===== config.mk =====
export PLATFORM = sky130hd
export DESIGN_NAME = rcpu_mem_arbiter_flat
export DESIGN_NICKNAME = d
export VERILOG_FILES = /design/src/rtl/rcpu_mem_arbiter_if.sv /design/src/rtl/rcpu_mem_arbiter.sv /design/src/flat_wrapper.sv
export SDC_FILE = /design/constraint.sdc
export NUM_CORES = 1
export LEC_CHECK = 0
export ABC_AREA = 1
export BUFFER_PORTS_ARGS = -buffer_cell sky130_fd_sc_hd__buf_2
export CAP_MARGIN = 20
export CORE_AREA = 2 2 72 74
export CTS_BUF_LIST = sky130_fd_sc_hd__clkbuf_2 sky130_fd_sc_hd__clkbuf_4 sky130_fd_sc_hd__clkbuf_8
export DETAILED_ROUTE_END_ITERATION = 10
export DIE_AREA = 0 0 74 76
export PLACE_DENSITY = 0.9
export SYNTH_ARGS = -nofsm -noshare
export SYNTH_HDL_FRONTEND = slang
export SYNTH_SLANG_ARGS = --single-unit

===== constraint.sdc =====
create_clock -name clk -period 1.6 [get_ports clk]
set_input_delay 0.08 -clock clk [delete_from_list [all_inputs] [get_ports clk]]
set_output_delay 0.08 -clock clk [all_outputs]
set_load 0.005 [all_outputs]

===== src/rtl/rcpu_mem_arbiter_if.sv =====
// Bundle of CPU, DMA and RAM signals around the shared program/data RAM arbiter.
// The slave modport is the arbiter's view; master is the requesters' and RAM's view.
interface rcpu_mem_arbiter_if;
  logic        cpu_read_enable;
  logic        cpu_write_enable;
  logic [0:15] cpu_read_address;
  logic [0:15] cpu_write_address;
  logic [0:15] cpu_write_data;
  logic [0:15] cpu_read_data;
  logic        cpu_read_valid;
  logic        cpu_stall;

  logic        dma_req;
  logic        dma_we;
  logic [0:15] dma_address;
  logic [0:15] dma_write_data;
  logic        dma_grant;
  logic [0:15] dma_read_data;
  logic        dma_read_valid;

  logic        mem_read_enable;
  logic        mem_write_enable;
  logic [0:15] mem_read_address;
  logic [0:15] mem_write_address;
  logic [0:15] mem_write_data;
  logic [0:15] mem_read_data;

  modport slave (
    input  cpu_read_enable, cpu_write_enable, cpu_read_address, cpu_write_address,
           cpu_write_data, dma_req, dma_we, dma_address, dma_write_data, mem_read_data,
    output cpu_read_data, cpu_read_valid, cpu_stall, dma_grant, dma_read_data,
           dma_read_valid, mem_read_enable, mem_write_enable, mem_read_address,
           mem_write_address, mem_write_data
  );

  modport master (
    output cpu_read_enable, cpu_write_enable, cpu_read_address, cpu_write_address,
           cpu_write_data, dma_req, dma_we, dma_address, dma_write_data, mem_read_data,
    input  cpu_read_data, cpu_read_valid, cpu_stall, dma_grant, dma_read_data,
           dma_read_valid, mem_read_enable, mem_write_enable, mem_read_address,
           mem_write_address, mem_write_data
  );
endinterface


===== src/rtl/rcpu_mem_arbiter.sv =====
// CPU-priority arbiter for the shared RAM with a DMA starvation counter and
// per-requester tagging of the one-cycle-latency read data.
module rcpu_mem_arbiter #(
  parameter int MAX_WAIT = 4,
  parameter int WAIT_W   = 4
) (
  input  logic               clk,
  input  logic               reset,
  rcpu_mem_arbiter_if.slave  bus
);

  localparam logic [WAIT_W-1:0] MAX_CNT = WAIT_W'(MAX_WAIT);

  logic              cpu_active;
  logic              force_dma;
  logic              dma_grant;
  logic              cpu_stall;
  logic              mem_re;
  logic              mem_we;
  logic [0:15]       mem_raddr;
  logic [0:15]       mem_waddr;
  logic [0:15]       mem_wdata;

  logic [WAIT_W-1:0] wait_cnt_d, wait_cnt_q;
  logic              cpu_read_valid_d, cpu_read_valid_q;
  logic              dma_read_valid_d, dma_read_valid_q;

  always_comb begin
    cpu_active = bus.cpu_read_enable | bus.cpu_write_enable;
    force_dma  = (wait_cnt_q == MAX_CNT);
    dma_grant  = !reset & bus.dma_req & (!cpu_active | force_dma);
    cpu_stall  = !reset & cpu_active & dma_grant;

    mem_re    = 1'b0;
    mem_we    = 1'b0;
    mem_raddr = '0;
    mem_waddr = '0;
    mem_wdata = '0;
    if (dma_grant) begin
      mem_re    = !bus.dma_we;
      mem_we    = bus.dma_we;
      mem_raddr = bus.dma_address;
      mem_waddr = bus.dma_address;
      mem_wdata = bus.dma_write_data;
    end else if (!reset && cpu_active) begin
      // Read and write ports are independent, so a combined CPU access goes out whole.
      mem_re    = bus.cpu_read_enable;
      mem_we    = bus.cpu_write_enable;
      mem_raddr = bus.cpu_read_address;
      mem_waddr = bus.cpu_write_address;
      mem_wdata = bus.cpu_write_data;
    end

    if (dma_grant || !bus.dma_req) begin
      wait_cnt_d = '0;
    end else if (wait_cnt_q == MAX_CNT) begin
      wait_cnt_d = wait_cnt_q;
    end else begin
      wait_cnt_d = wait_cnt_q + 1'b1;
    end

    cpu_read_valid_d = bus.cpu_read_enable & !cpu_stall;
    dma_read_valid_d = dma_grant & !bus.dma_we;
  end

  always_ff @(posedge clk or posedge reset) begin
    if (reset) begin
      wait_cnt_q       <= '0;
      cpu_read_valid_q <= 1'b0;
      dma_read_valid_q <= 1'b0;
    end else begin
      wait_cnt_q       <= wait_cnt_d;
      cpu_read_valid_q <= cpu_read_valid_d;
      dma_read_valid_q <= dma_read_valid_d;
    end
  end

  assign bus.dma_grant         = dma_grant;
  assign bus.cpu_stall         = cpu_stall;
  assign bus.mem_read_enable   = mem_re;
  assign bus.mem_write_enable  = mem_we;
  assign bus.mem_read_address  = mem_raddr;
  assign bus.mem_write_address = mem_waddr;
  assign bus.mem_write_data    = mem_wdata;
  // Both requesters see the raw RAM output; the valids say whose result it is.
  assign bus.cpu_read_data     = bus.mem_read_data;
  assign bus.dma_read_data     = bus.mem_read_data;
  assign bus.cpu_read_valid    = cpu_read_valid_q;
  assign bus.dma_read_valid    = dma_read_valid_q;

endmodule


===== src/flat_wrapper.sv =====
// flat-port wrapper written by rule: the top's interface ports become plain ports
module rcpu_mem_arbiter_flat 
#(
  parameter int MAX_WAIT = 4,
  parameter int WAIT_W   = 4
)
  (clk, reset, bus_cpu_read_enable, bus_cpu_write_enable, bus_cpu_read_address, bus_cpu_write_address, bus_cpu_write_data, bus_dma_req, bus_dma_we, bus_dma_address, bus_dma_write_data, bus_mem_read_data, bus_cpu_read_data, bus_cpu_read_valid, bus_cpu_stall, bus_dma_grant, bus_dma_read_data, bus_dma_read_valid, bus_mem_read_enable, bus_mem_write_enable, bus_mem_read_address, bus_mem_write_address, bus_mem_write_data);
  rcpu_mem_arbiter_if bus_i ();
  input  logic clk;
  input  logic reset;
  input wire logic [$bits(bus_i.cpu_read_enable)-1:0] bus_cpu_read_enable;
  input wire logic [$bits(bus_i.cpu_write_enable)-1:0] bus_cpu_write_enable;
  input wire logic [$bits(bus_i.cpu_read_address)-1:0] bus_cpu_read_address;
  input wire logic [$bits(bus_i.cpu_write_address)-1:0] bus_cpu_write_address;
  input wire logic [$bits(bus_i.cpu_write_data)-1:0] bus_cpu_write_data;
  input wire logic [$bits(bus_i.dma_req)-1:0] bus_dma_req;
  input wire logic [$bits(bus_i.dma_we)-1:0] bus_dma_we;
  input wire logic [$bits(bus_i.dma_address)-1:0] bus_dma_address;
  input wire logic [$bits(bus_i.dma_write_data)-1:0] bus_dma_write_data;
  input wire logic [$bits(bus_i.mem_read_data)-1:0] bus_mem_read_data;
  output wire logic [$bits(bus_i.cpu_read_data)-1:0] bus_cpu_read_data;
  output wire logic [$bits(bus_i.cpu_read_valid)-1:0] bus_cpu_read_valid;
  output wire logic [$bits(bus_i.cpu_stall)-1:0] bus_cpu_stall;
  output wire logic [$bits(bus_i.dma_grant)-1:0] bus_dma_grant;
  output wire logic [$bits(bus_i.dma_read_data)-1:0] bus_dma_read_data;
  output wire logic [$bits(bus_i.dma_read_valid)-1:0] bus_dma_read_valid;
  output wire logic [$bits(bus_i.mem_read_enable)-1:0] bus_mem_read_enable;
  output wire logic [$bits(bus_i.mem_write_enable)-1:0] bus_mem_write_enable;
  output wire logic [$bits(bus_i.mem_read_address)-1:0] bus_mem_read_address;
  output wire logic [$bits(bus_i.mem_write_address)-1:0] bus_mem_write_address;
  output wire logic [$bits(bus_i.mem_write_data)-1:0] bus_mem_write_data;
  assign bus_i.cpu_read_enable = bus_cpu_read_enable;
  assign bus_i.cpu_write_enable = bus_cpu_write_enable;
  assign bus_i.cpu_read_address = bus_cpu_read_address;
  assign bus_i.cpu_write_address = bus_cpu_write_address;
  assign bus_i.cpu_write_data = bus_cpu_write_data;
  assign bus_i.dma_req = bus_dma_req;
  assign bus_i.dma_we = bus_dma_we;
  assign bus_i.dma_address = bus_dma_address;
  assign bus_i.dma_write_data = bus_dma_write_data;
  assign bus_i.mem_read_data = bus_mem_read_data;
  assign bus_cpu_read_data = bus_i.cpu_read_data;
  assign bus_cpu_read_valid = bus_i.cpu_read_valid;
  assign bus_cpu_stall = bus_i.cpu_stall;
  assign bus_dma_grant = bus_i.dma_grant;
  assign bus_dma_read_data = bus_i.dma_read_data;
  assign bus_dma_read_valid = bus_i.dma_read_valid;
  assign bus_mem_read_enable = bus_i.mem_read_enable;
  assign bus_mem_write_enable = bus_i.mem_write_enable;
  assign bus_mem_read_address = bus_i.mem_read_address;
  assign bus_mem_write_address = bus_i.mem_write_address;
  assign bus_mem_write_data = bus_i.mem_write_data;
  rcpu_mem_arbiter #(.MAX_WAIT(MAX_WAIT), .WAIT_W(WAIT_W)) u_core (.clk(clk), .reset(reset), .bus(bus_i));
endmodule

## Word level (Yosys, flattened, before mapping)

Cells that the tools add are included.

| cells by class | value |
|---|---|
| $add $sub $neg | 1 |
| equality and inequality tests | 2 |
| muxes and demuxes | 12 |
| bitwise logic cells | 8 |
| reduce and logical (&&, ||, !) cells | 7 |

Operator list:

| kind | number |
|---|---|
| $mux 16 | 6 |
| $mux 4 | 2 |
| $and 1x1->1 | 6 |
| $logic_not 1->1 | 5 |
| $add 4x1->4 const B | 1 |
| $eq 4x3->1 const B | 1 |
| $mux 1 | 4 |
| $ne 2x2->1 const B | 1 |
| $or 1x1->1 | 2 |
| $logic_and 1x1->1 | 1 |
| $logic_or 1x1->1 | 1 |

| word-level totals | value |
|---|---|
| bits in registers | 6 |
| output and inout bits | 86 |
| logic and storage cells | 33 |

## Longest topological paths before layout

Gate-level depths: netlist of run 1.

| depth | value |
|---|---|
| word-level depth | 7 |
| mapped depth | 8 |
| gate-level depth less buffers | 7 |

## Worst setup path before layout of run 1

No wires, ideal clock.

| path | value |
|---|---|
| kind | reg-to-output |
| from | register u_core.wait_cnt_q[0] |
| to | output port bus_mem_write_data[10] |
| arrival time | 1.244 ns |
| slack | 0.276 ns |
| cell stages (with the launch flop) | 8 |
| buffers on the path | 1 |
| cell sequence | dfrtp_1 inv_1 ha_1 nand3_4 nand2_4 buf_2 nand3_1 nand2_1 |

| on the way | value |
|---|---|
| longest elaborated chain between the ends | 4 |

Ends and longest elaborated chain:

| element | RTL line | RTL |
|---|---|---|
| start, declared | rcpu_mem_arbiter.sv:24 | `logic [WAIT_W-1:0] wait_cnt_d, wait_cnt_q;` |
| start signal, assigned | rcpu_mem_arbiter.sv:72 | `wait_cnt_q <= wait_cnt_d;` |
| $eq 4x3->1 | rcpu_mem_arbiter.sv:30 | `force_dma = (wait_cnt_q == MAX_CNT);` |
| $or 1x1->1 | rcpu_mem_arbiter.sv:31 | `dma_grant = !reset & bus.dma_req & (!cpu_active \| force_dma);` |
| $and 1x1->1 | rcpu_mem_arbiter.sv:31 |  |
| $mux 16 | rcpu_mem_arbiter.sv:39 | `if (dma_grant) begin` |
| end, declared | flat_wrapper.sv:31 | `output wire logic [$bits(bus_i.mem_write_data)-1:0] bus_mem_write_data;` |

No other way between the ends.

## Worst setup path after layout of run 1

| path | value |
|---|---|
| from | register u_core.wait_cnt_q[0] |
| to | output port bus_mem_read_address[3] |

| on the way | value |
|---|---|
| longest elaborated chain between the ends | 4 |

Ends and longest elaborated chain:

| element | RTL line | RTL |
|---|---|---|
| $eq 4x3->1 | rcpu_mem_arbiter.sv:30 |  |
| $or 1x1->1 | rcpu_mem_arbiter.sv:31 |  |
| $and 1x1->1 | rcpu_mem_arbiter.sv:31 |  |
| $mux 16 | rcpu_mem_arbiter.sv:39 |  |
| end, declared | flat_wrapper.sv:29 | `output wire logic [$bits(bus_i.mem_read_address)-1:0] bus_mem_read_address;` |

No other way between the ends.

==> results of run 1 <==
-- cells by family after synthesis --
family	after synthesis	share of synthesized area [%]
xor gates and xnor gates	1	0.534
adders and majority gates	2	1.52
buffers and inverters	109	35.7
DFF	6	9.15
and+or+nand+nor	208	53.1
-- state kept, by name (all words and copies together) (netlist names) --
signal and count:
u_core.bus.cpu_read_valid 1, u_core.bus.dma_read_valid 1, u_core.wait_cnt_q 4
-- cell type report --
class / count / area share, %
flip-flops and latches: 6 / 6.35
repair buffers: 157 / 37.5
clock buffers: 3 / 1.75
multi-input cells: 211 / 41.0
well taps: 70 / 3.70
inverters: 61 / 9.68
-- Yosys cell counts --
master	instances	area share, %
nand3b_1	1	0.46
xor2_1	1	0.53
nand2_4	2	1.4
nand3_4	1	1.1
buf_2	6	1.8
nor2_2	1	0.38
nor2_1	56	13
nand3_1	35	11
buf_4	35	16
inv_1	61	14
buf_6	5	3.4
dfrtp_1	6	9.1
nand2_2	1	0.38
nand2_1	107	24
clkbuf_1	2	0.46
nand4_1	4	1.5
ha_1	2	1.5
-- repair_timing --
item | 4_1_cts | 5_1_grt
pin swaps | 2 | 1
resized for setup | 13 | 6
hold endpoints to repair | 6 | 0
gates cloned | 0 | 0
hold buffers | 1 | 0
endpoints found under the setup margin | 55 | 51
buffers inserted | 3 | 3
-- worst paths after layout --
path / endpoint / slack (ns) / cells after the start
worst max-delay path: bus_mem_read_address[3] / 0.002 / 9
worst min-delay path: u_core.bus.cpu_read_valid / 0.13 / 3
worst max register to register: u_core.wait_cnt_q[0] / 0.26 / 8
worst min register to register: u_core.wait_cnt_q[3] / 0.61 / 3
max in group asynchronous: u_core.wait_cnt_q[0] / 1.03 / 4
min in group asynchronous: u_core.wait_cnt_q[2] / 0.45 / 4
-- routing by layer --
metal  share of wire [%]  track usage, %  up-vias
met3                 8.6            3.57       13
met1                  39            17.8      950
li1                    -               -     1141
met2                  52            35.2      111
met4                 1.1            4.00        0
met5                   0               0        -
-- critical path, cell delays in order (launching register included) --
cell	delay, ns
dfrtp_1	0.38
inv_2	0.08
ha_4	0.14
nand3_4	0.10
nand2_8	0.10
nand2_4	0.07
buf_12	0.17
nand2_1	0.08
nand2_1	0.06
buf_2	0.12
-- cell usage in the layout, fill, tap and decap left out, drive strengths merged --
cell type | netlist | layout
buf | 46 | 156
nand2 | 110 | 110
inv | 61 | 61
nor2 | 57 | 57
nand3 | 36 | 36
dfrtp | 6 | 6
nand4 | 4 | 4
clkbuf | 2 | 3
ha | 2 | 2
xor2 | 1 | 1
nand3b | 1 | 1
dlygate4sd3 | 0 | 1
-- where the power goes --
part           switching (mW)  internal (mW)
Clock                  0.0608          0.161
Sequential             0.0168          0.169
Combinational           0.345          0.333
==> results.md, run 1 <==
* Status: completed
* Final worst slack at 0.00157 ns
* Max-Slew Margin vs Limit at 81.2%
* Post-Syn Area at 1640 um2
* Clk slew on worst S/H paths at ~0.040 ns
* Clk buf depth at 2
* VDD IR max at 262 uV
* Clk_lat worst skew at about 0.22 ns
* DP Worst Slack at -0.0347 ns
* H-tree depth at 1
* Footprint of the multi-input gates at 970 um2
* Height of the die at 76 um
* Largest net degree at the start of global routing at 29
* Remaining DRCs at 0
* CP required at 1.52 ns
* Post-route cell area at 2360 um2
* Synthesized instance count at between 300 and 400
* Worst hold start: bus_cpu_read_enable
* Total track usage at between 10% and 20%
* Number of global-route vias before repair at 1980
* Overflow after GRT at 0
* Maxcap violations at 0
* Num rows at 26
* Worst-Margin Slew at 0.283 ns
* Placed Area at 2180 um2
* Storage cell area at 150 um2
* Routed WL per cell at a little over 10 um
* Vias per inst at roughly 4.4
* CP Launch Type: register
* Initial antenna violation count at 0
* CTS root buffer: clkbuf_8
* CTS tree: yes
* First-pass GRT wire length at 8260 um
* Fin cells at 508
* Hold_ws at 0.133 ns
* Placed cell count at approximately 500
* Kind of critical path: reg2out
* # fillers at between 400 and 500
* # IOs at 188
* Util after Layout at 48.1%
* Period utilisation layout at 99.9%
* Post-route ant nets at 0
* R2R Path Start: u_core.wait_cnt_q[0]
* Drt pass-1 iters at 4
* DP HPWL at ~4200 um
* Die ar. at approximately 5600 um2
* Critical-path maximum fanout at 26
* Avg Cell Area, Syn at 5.04 um2
* CP arrival at 1.52 ns
* Setup tns final at 0 ns
* Nets at ~540
* Final setup fails at 0
* Starting Density at 33.4%
* CP endpoint kind: primary output
* Leak Pwr at 1.75 nW
* Layout cells sized above 1 at a little over 40%
* Port-buffer cells at ~140
* CTS Buf Count at 3
* Power per cell area at roughly 460 nW/um2
* Skew final at about 0.0022 ns
* DRT Wirelength at ~5200 um
* Fmax at 0.626 GHz
* Overall Power at 1.09 mW
* Slew Viols, Final at 0
* Antenna cells at 0
* Start point of the critical path: u_core.wait_cnt_q[0]
* Clk sinks at 6
* Fin crit period at 1.60 ns
* Synth Warn # at 0
* Seq/Total Area, Yosys at under 10%
* Via count at ~2200
* Syn nets at 430
* Seq cells post-synth at 6
* Final RePlAce weighted congestion at 0.810
* Hold Crit Class: in2reg
* RSZ-0062 raised after global routing: true
* Final hold violations at 0
* Distinct cells, synth at 17
* DR iter-0 viols at 85
* CORE AREA at 4910 um2
* P&R area growth vs syn at 44.1%
* Die Width at 74 um
No activity file was read; power rests on OpenSTA's default activity.
==> run 2, diff against run 1 <==
--- a/config.mk
+++ b/config.mk
@@ -8,11 +8,11 @@
 export ABC_AREA = 1
 export BUFFER_PORTS_ARGS = -buffer_cell sky130_fd_sc_hd__buf_2
 export CAP_MARGIN = 20
-export CORE_AREA = 2 2 72 74
+export CORE_AREA = 2 2 73 75
 export CTS_BUF_LIST = sky130_fd_sc_hd__clkbuf_2 sky130_fd_sc_hd__clkbuf_4 sky130_fd_sc_hd__clkbuf_8
 export DETAILED_ROUTE_END_ITERATION = 10
-export DIE_AREA = 0 0 74 76
-export PLACE_DENSITY = 0.9
+export DIE_AREA = 0 0 75 77
+export PLACE_DENSITY = 0.88
 export SYNTH_ARGS = -nofsm -noshare
 export SYNTH_HDL_FRONTEND = slang
 export SYNTH_SLANG_ARGS = --single-unit
==> constraint.sdc (replaced) <==
create_clock -name clk -period 1.9 [get_ports clk]
set_input_delay 0.095 -clock clk [delete_from_list [all_inputs] [get_ports clk]]
set_output_delay 0.095 -clock clk [all_outputs]
set_load 0.005 [all_outputs]
==> run 2 against run 1 <==
  * Clock-buffer cell count did not move
  * Clock skew fell by 0.00058 ns
  * Design area fell by 2.4%
  * Core utilization fell by 1.8 points
  * Die area rose by 2.7%
  * Largest power group unchanged
==> results.md, run 2 (same netlist as run 1, synthesis figures left out) <==
* Clk sinks at 6 (unchanged)
* Hold_ws at 0.150 ns (was 0.133 ns)
* Initial antenna violation count at 0 (unchanged)
* Leak Pwr at 1.72 nW (was 1.75 nW)
* Clk buf depth at 2 (unchanged)
* Layout cells sized above 1 at 37.5% (was 40.4%)
* CTS tree: yes (unchanged)
* Final setup fails at 0 (unchanged)
* Drt pass-1 iters at 4 (unchanged)
* CP cell instances: inv_1 -> ha_4 -> nand3_4 -> nand2_8 -> nand2_8 -> buf_12 -> nand2_1 -> nand2_1 -> buf_2 (was inv_2 -> ha_4 -> nand3_4 -> nand2_8 -> nand2_4 -> buf_12 -> nand2_1 -> nand2_1 -> buf_2)
* Clk_lat worst skew at 0.22 ns (about the same)
* Port-buffer cells at 139 (unchanged)
* VDD IR max at 171 uV (was 262 uV)
* CORE AREA at 4980 um2 (was 4910 um2)
* Routed WL per cell at 10.8 um (was 10.3 um)
* Die Width at 75 um (was 74 um)
* Critical-path maximum fanout at 20 (was 26)
* Status: completed (unchanged)
* DRT Wirelength at 5440 um (was 5220 um)
* Max reg flops at 4 (unchanged)
* Height of the die at 77 um (was 76 um)
* Nets at 541 (was 544)
* Skew final at 0.00162 ns (was 0.00219 ns)
* Commonest non-fill, non-tap cell in the layout: buf_2 (unchanged)
* Via count at 2216 (was 2215)
* Antenna cells at 0 (unchanged)
* Final RePlAce weighted congestion at 0.777 (was 0.810)
* DR iter-0 viols at 28 (was 85)
* Maxcap violations at 0 (unchanged)
* Final hold violations at 0 (unchanged)
* CTS Buf Count at 3 (unchanged)
* Fmax at 0.543 GHz
* CP arrival at 1.75 ns (was 1.52 ns)
* Die ar. at 5780 um2 (was 5620 um2)
* Worst-Margin Slew at 0.338 ns (was 0.283 ns)
* # IOs at 188 (unchanged)
* Remaining DRCs at 0 (unchanged)
* Max stage delay cell, worst path: dfrtp_1 (unchanged)
* Max-Slew Margin vs Limit at 77.5% (was 81.2%)
* First-pass GRT wire length at 8170 um (was 8260 um)
* Number of global-route vias before repair at 2043 (was 1980)
* CP endpoint kind: primary output (unchanged)
* Top reg by flops: u_core.wait_cnt_q (unchanged)
* Kind of critical path: reg2out (unchanged)
* Clk slew on worst S/H paths at 0.04 ns (about the same)
* # fillers at 506 (was 498)
* Starting Density at 33.0% (was 33.4%)
* CP max stage delay at 0.39 ns (was 0.38 ns)
* CP Launch Type: register (unchanged)
* DP HPWL at 4260 um (was 4190 um)
* Largest net degree at the start of global routing at 31 (was 29)
* Total track usage at 17.4% (was 17.6%)
* CTS root buffer: clkbuf_8 (unchanged)
* Util after Layout at 46.4% (was 48.1%)
* Period utilisation layout at 97.0%
* Post-route ant nets at 0 (unchanged)
* Slew Viols, Final at 0 (unchanged)
* Num rows at 26 (unchanged)
* CP required at 1.80 ns (was 1.52 ns)
* P&R area growth vs syn at 40.5% (was 44.1%)
* Vias per inst at 4.39 (was 4.36)
* Overflow after GRT at 0 (unchanged)
* Hold Crit Class: in2reg (unchanged)
* Fin crit period at 1.84 ns
* H-tree depth at 1 (unchanged)
* Power per cell area at 392 nW/um2 (was 459 nW/um2)
* Most frequent cells in the layout: buf_2, nand2_1, inv_1 (unchanged)
[run 2: worst max-delay path, delay by kind of cell (launching register included)]
kind | cells | cell delay (ns)
buffers and inverters | 3 | 0.44
and+or+nand+nor | 5 | 0.50
DFF | 1 | 0.39
adders and majority gates | 1 | 0.18
[run 2: stage by stage]
step,setup WS [ns],TNS [ns],std cells,area [um2],power (mW)
after floorplan,0.561,0,326,1640,0.485
after detailed placement,0.107,0,494,2130,0.639
final,0.0577,0,505,2310,0.905
after global routing,-0.0356,-0.320,505,2310,0.983
after CTS,0.000912,0,498,2220,0.852
after global placement,0.172,0,494,2130,0.627
[run 2: layout make-up]
cell class | instances | area (um2) | share of cell area, %
multi-input combinational | 211 | 936 | 40.6
sequential | 6 | 150 | 6.51
clock buffer | 3 | 41.3 | 1.79
tap | 70 | 87.6 | 3.80
timing repair buffer | 154 | 860 | 37.3
inverter | 61 | 233 | 10.1
[run 2: worst paths after layout]
kind                                 startpoint                        end  slack [ns]  depth (start not counted)
max                        u_core.wait_cnt_q[0]   bus_mem_read_address[13]        0.06                          9
min                         bus_cpu_read_enable  u_core.bus.cpu_read_valid        0.15                          3
max reg2reg                u_core.wait_cnt_q[0]       u_core.wait_cnt_q[3]        0.34                          8
min reg2reg                u_core.wait_cnt_q[3]       u_core.wait_cnt_q[3]        0.64                          3
max in group asynchronous                 reset       u_core.wait_cnt_q[1]        1.30                          4
min in group asynchronous                 reset  u_core.bus.cpu_read_valid        0.35                          3
[run 2: timing repair]
item,4_1_cts,5_1_grt
setup endpoints to repair,40,47
resized for setup,6,8
endpoints found under the hold margin,6,0
pin swaps,0,1
hold buffers,1,0
setup buffers,0,7
[run 2: per-layer routing]
layer | vias up | routed length, um | part of all wire [%] | GRT usage (%)
met5 | - | 0 | 0 | 0
met3 | 11 | 494 | 9.1 | 2.76
li1 | 1142 | - | - | -
met2 | 120 | 2850 | 52 | 35.2
met1 | 943 | 2020 | 37 | 17.2
met4 | 0 | 68 | 1.3 | 4.82
[run 2: power by group]
part           internal [mW]  total [mW]  leakage, nW  switching, mW
Combinational          0.267       0.554         1.62          0.286
Sequential             0.142       0.160       0.0793         0.0180
Clock                  0.136       0.191       0.0216         0.0546
Total                  0.546       0.905         1.72          0.359
==> run 3, diff against run 2 <==
--- a/config.mk
+++ b/config.mk
@@ -8,11 +8,13 @@
 export ABC_AREA = 1
 export BUFFER_PORTS_ARGS = -buffer_cell sky130_fd_sc_hd__buf_2
 export CAP_MARGIN = 20
-export CORE_AREA = 2 2 73 75
+export CELL_PAD_IN_SITES_DETAIL_PLACEMENT = 2
+export CELL_PAD_IN_SITES_GLOBAL_PLACEMENT = 2
+export CORE_AREA = 2 2 112 114
 export CTS_BUF_LIST = sky130_fd_sc_hd__clkbuf_2 sky130_fd_sc_hd__clkbuf_4 sky130_fd_sc_hd__clkbuf_8
 export DETAILED_ROUTE_END_ITERATION = 10
-export DIE_AREA = 0 0 75 77
-export PLACE_DENSITY = 0.88
+export DIE_AREA = 0 0 114 116
+export PLACE_DENSITY = 0.93
 export SYNTH_ARGS = -nofsm -noshare
 export SYNTH_HDL_FRONTEND = slang
 export SYNTH_SLANG_ARGS = --single-unit
==> run 3 against run 2 <==
  * Global-route usage decreased by 6.5 points
  * Register-to-register slack improved by 0.03 ns
  * Critical endpoint is now bus_mem_write_data[8]
  * Clock skew rose by 0.0030 ns
  * Combinational power down 3%
  * Critical path type unchanged
  * Hold slack better by 0.0053 ns
  * Largest cell class unchanged
  * First-iteration DRC count grew 50%
==> results.md, run 3 (same netlist as run 1, synthesis figures left out) <==
* Status: completed (unchanged)
* Die ar. at 13200 um2 (was 5780 um2)
* DP HPWL at 6450 um (was 4260 um)
* Layout cells sized above 1 at 37.4% (was 37.5%)
* Power per cell area at 379 nW/um2 (was 392 nW/um2)
* Largest net degree at the start of global routing at 30 (was 31)
* CP endpoint kind: primary output (unchanged)
* P&R area growth vs syn at 44.0% (was 40.5%)
* VDD IR max at 132 uV (was 171 uV)
* Overall Power at 0.897 mW (was 0.905 mW)
* Initial antenna violation count at 0 (unchanged)
* Maxcap violations at 0 (unchanged)
* Slew Viols, Final at 0 (unchanged)
* H-tree depth at 1 (unchanged)
* Final hold violations at 0 (unchanged)
* Fmax at 0.551 GHz (was 0.543 GHz)
* Final setup fails at 0 (unchanged)
* Worst Reg-to-Reg Cells at 8 (unchanged)
* Top reg by flops: u_core.wait_cnt_q (unchanged)
* Hold Crit Class: in2reg (unchanged)
* Placed Area at 2260 um2 (was 2130 um2)
* Clk_lat worst skew at 0.23 ns (was 0.22 ns)
* Worst-Margin Slew at 0.295 ns (was 0.338 ns)
* Vias per inst at 3.95 (was 4.39)
* Clk buf depth at 2 (unchanged)
* DR iter-0 viols at 42 (was 28)
* Metal2 WL at 4000 um (was 2850 um)
* CORE AREA at 11900 um2 (was 4980 um2)
* Port-buffer cells at 139 (unchanged)
* Final RePlAce weighted congestion at 0.797 (was 0.777)
* Via count at 2277 (was 2216)
* Post-route ant nets at 0 (unchanged)
* CP required at 1.80 ns (about the same)
* Leak Pwr at 1.69 nW (was 1.72 nW)
* Placed cell count at 573 (was 494)
* Met1 wire length at 2850 um (was 2020 um)
* Clk slew on worst S/H paths at 0.04 ns (about the same)
* Nets at 536 (was 541)
* Height of the die at 116 um (was 77 um)
* Highest routed layer: met4 (unchanged)
* Most frequent cells in the layout: buf_2, nand2_1, inv_1 (unchanged)
* Commonest non-fill, non-tap cell in the layout: buf_2 (unchanged)
* Fin cells at 577 (was 505)
* Overflow after GRT at 0 (unchanged)
* Clk sinks at 6 (unchanged)
* RSZ-0062 raised after global routing: true
* Max reg flops at 4 (unchanged)
* Critical-path maximum fanout at 22 (was 20)
* Routed WL per cell at 12.9 um (was 10.8 um)
* CP arrival at 1.72 ns (was 1.75 ns)
* Number of global-route vias before repair at 2534 (was 2043)
* DRT Wirelength at 7450 um (was 5440 um)
* # fillers at 1505 (was 506)
* Hold_ws at 0.155 ns (was 0.150 ns)
* # IOs at 188 (unchanged)
* CP Launch Type: register (unchanged)
* Skew final at 0.00465 ns (was 0.00162 ns)
* Kind of critical path: reg2out (unchanged)
* CTS root buffer: clkbuf_8 (unchanged)
* CTS Buf Count at 3 (unchanged)
* Hold depth at 3 (unchanged)
* Remaining DRCs at 0 (unchanged)
* Fin crit period at 1.82 ns (was 1.84 ns)
* CTS tree: yes (unchanged)
* Postcts setup bufs at 0 (unchanged)
* Total track usage at 10.9% (was 17.4%)
* Period utilisation layout at 95.6% (was 97.0%)
* Starting Density at 13.8% (was 33.0%)
* Die Width at 114 um (was 75 um)
* Num rows at 40 (was 26)
* Met3 wire len at 547 um (was 494 um)
* First-pass GRT wire length at 11600 um (was 8170 um)
* Max-Slew Margin vs Limit at 80.3% (was 77.5%)
* Setup tns final at 0 ns (unchanged)
* Post-route cell area at 2360 um2 (was 2310 um2)
* Drt pass-1 iters at 3 (was 4)
* Antenna cells at 0 (unchanged)
-- run 3: cell type report --
class | instances | area, um2 | share of cell area, %
Multi-Input combinational cell | 211 | 948 | 40.1
Timing Repair Buffer | 149 | 810 | 34.3
Inverter | 61 | 229 | 9.69
Tap cell | 147 | 184 | 7.78
Sequential cell | 6 | 151 | 6.41
Clock buffer | 3 | 41.3 | 1.75
-- run 3: per-stage QoR --
| stage | utilization [%] | worst slack (ns) |
|---|---|---|
| after CTS | 19.7 | 0.0284 |
| after detailed placement | 19.0 | 0.149 |
| after global placement | 19.0 | 0.256 |
| after floorplan | - | 0.561 |
| after global routing | 19.8 | 0.000961 |
| final | 19.8 | 0.0842 |
-- run 3: where the power goes --
part / internal [mW] / total [mW] / switching (mW)
registers: 0.143 / 0.164 / 0.0214
logic: 0.241 / 0.539 / 0.298
clock network: 0.136 / 0.194 / 0.0578
-- run 3: path summary, 6_finish.rpt --
check                                startpoint                   endpoint  slack (ns)
max                        u_core.wait_cnt_q[1]      bus_mem_write_data[8]        0.08
min                         bus_cpu_read_enable  u_core.bus.cpu_read_valid        0.15
max reg2reg                u_core.wait_cnt_q[1]       u_core.wait_cnt_q[3]        0.37
min reg2reg                u_core.wait_cnt_q[3]       u_core.wait_cnt_q[3]        0.59
max in group asynchronous                 reset       u_core.wait_cnt_q[0]        1.28
min in group asynchronous                 reset       u_core.wait_cnt_q[3]        0.49
-- run 3: repair_timing --
action                     4_1_cts  5_1_grt
hold endpoints to repair         6        0
cloned                           0        0
setup endpoints to repair       42       19
gates resized for setup          6        4
hold buffers                     1        0
-- run 3: worst max-delay path, stage by stage (launching register included) --
cell and delay [ns]:
dfrtp_1 0.42, inv_1 0.11, ha_4 0.16, nand3_4 0.12, nand2_8 0.13, nand2_8 0.09, buf_12 0.17, nand2_1 0.08
nand2_1 0.06, buf_2 0.12
-- run 3: routing by layer --
metal	up-vias	track usage, %
met5	-	0
met3	4	1.57
met2	107	22.8
met4	0	2.52
met1	1041	11.3
li1	1125	-
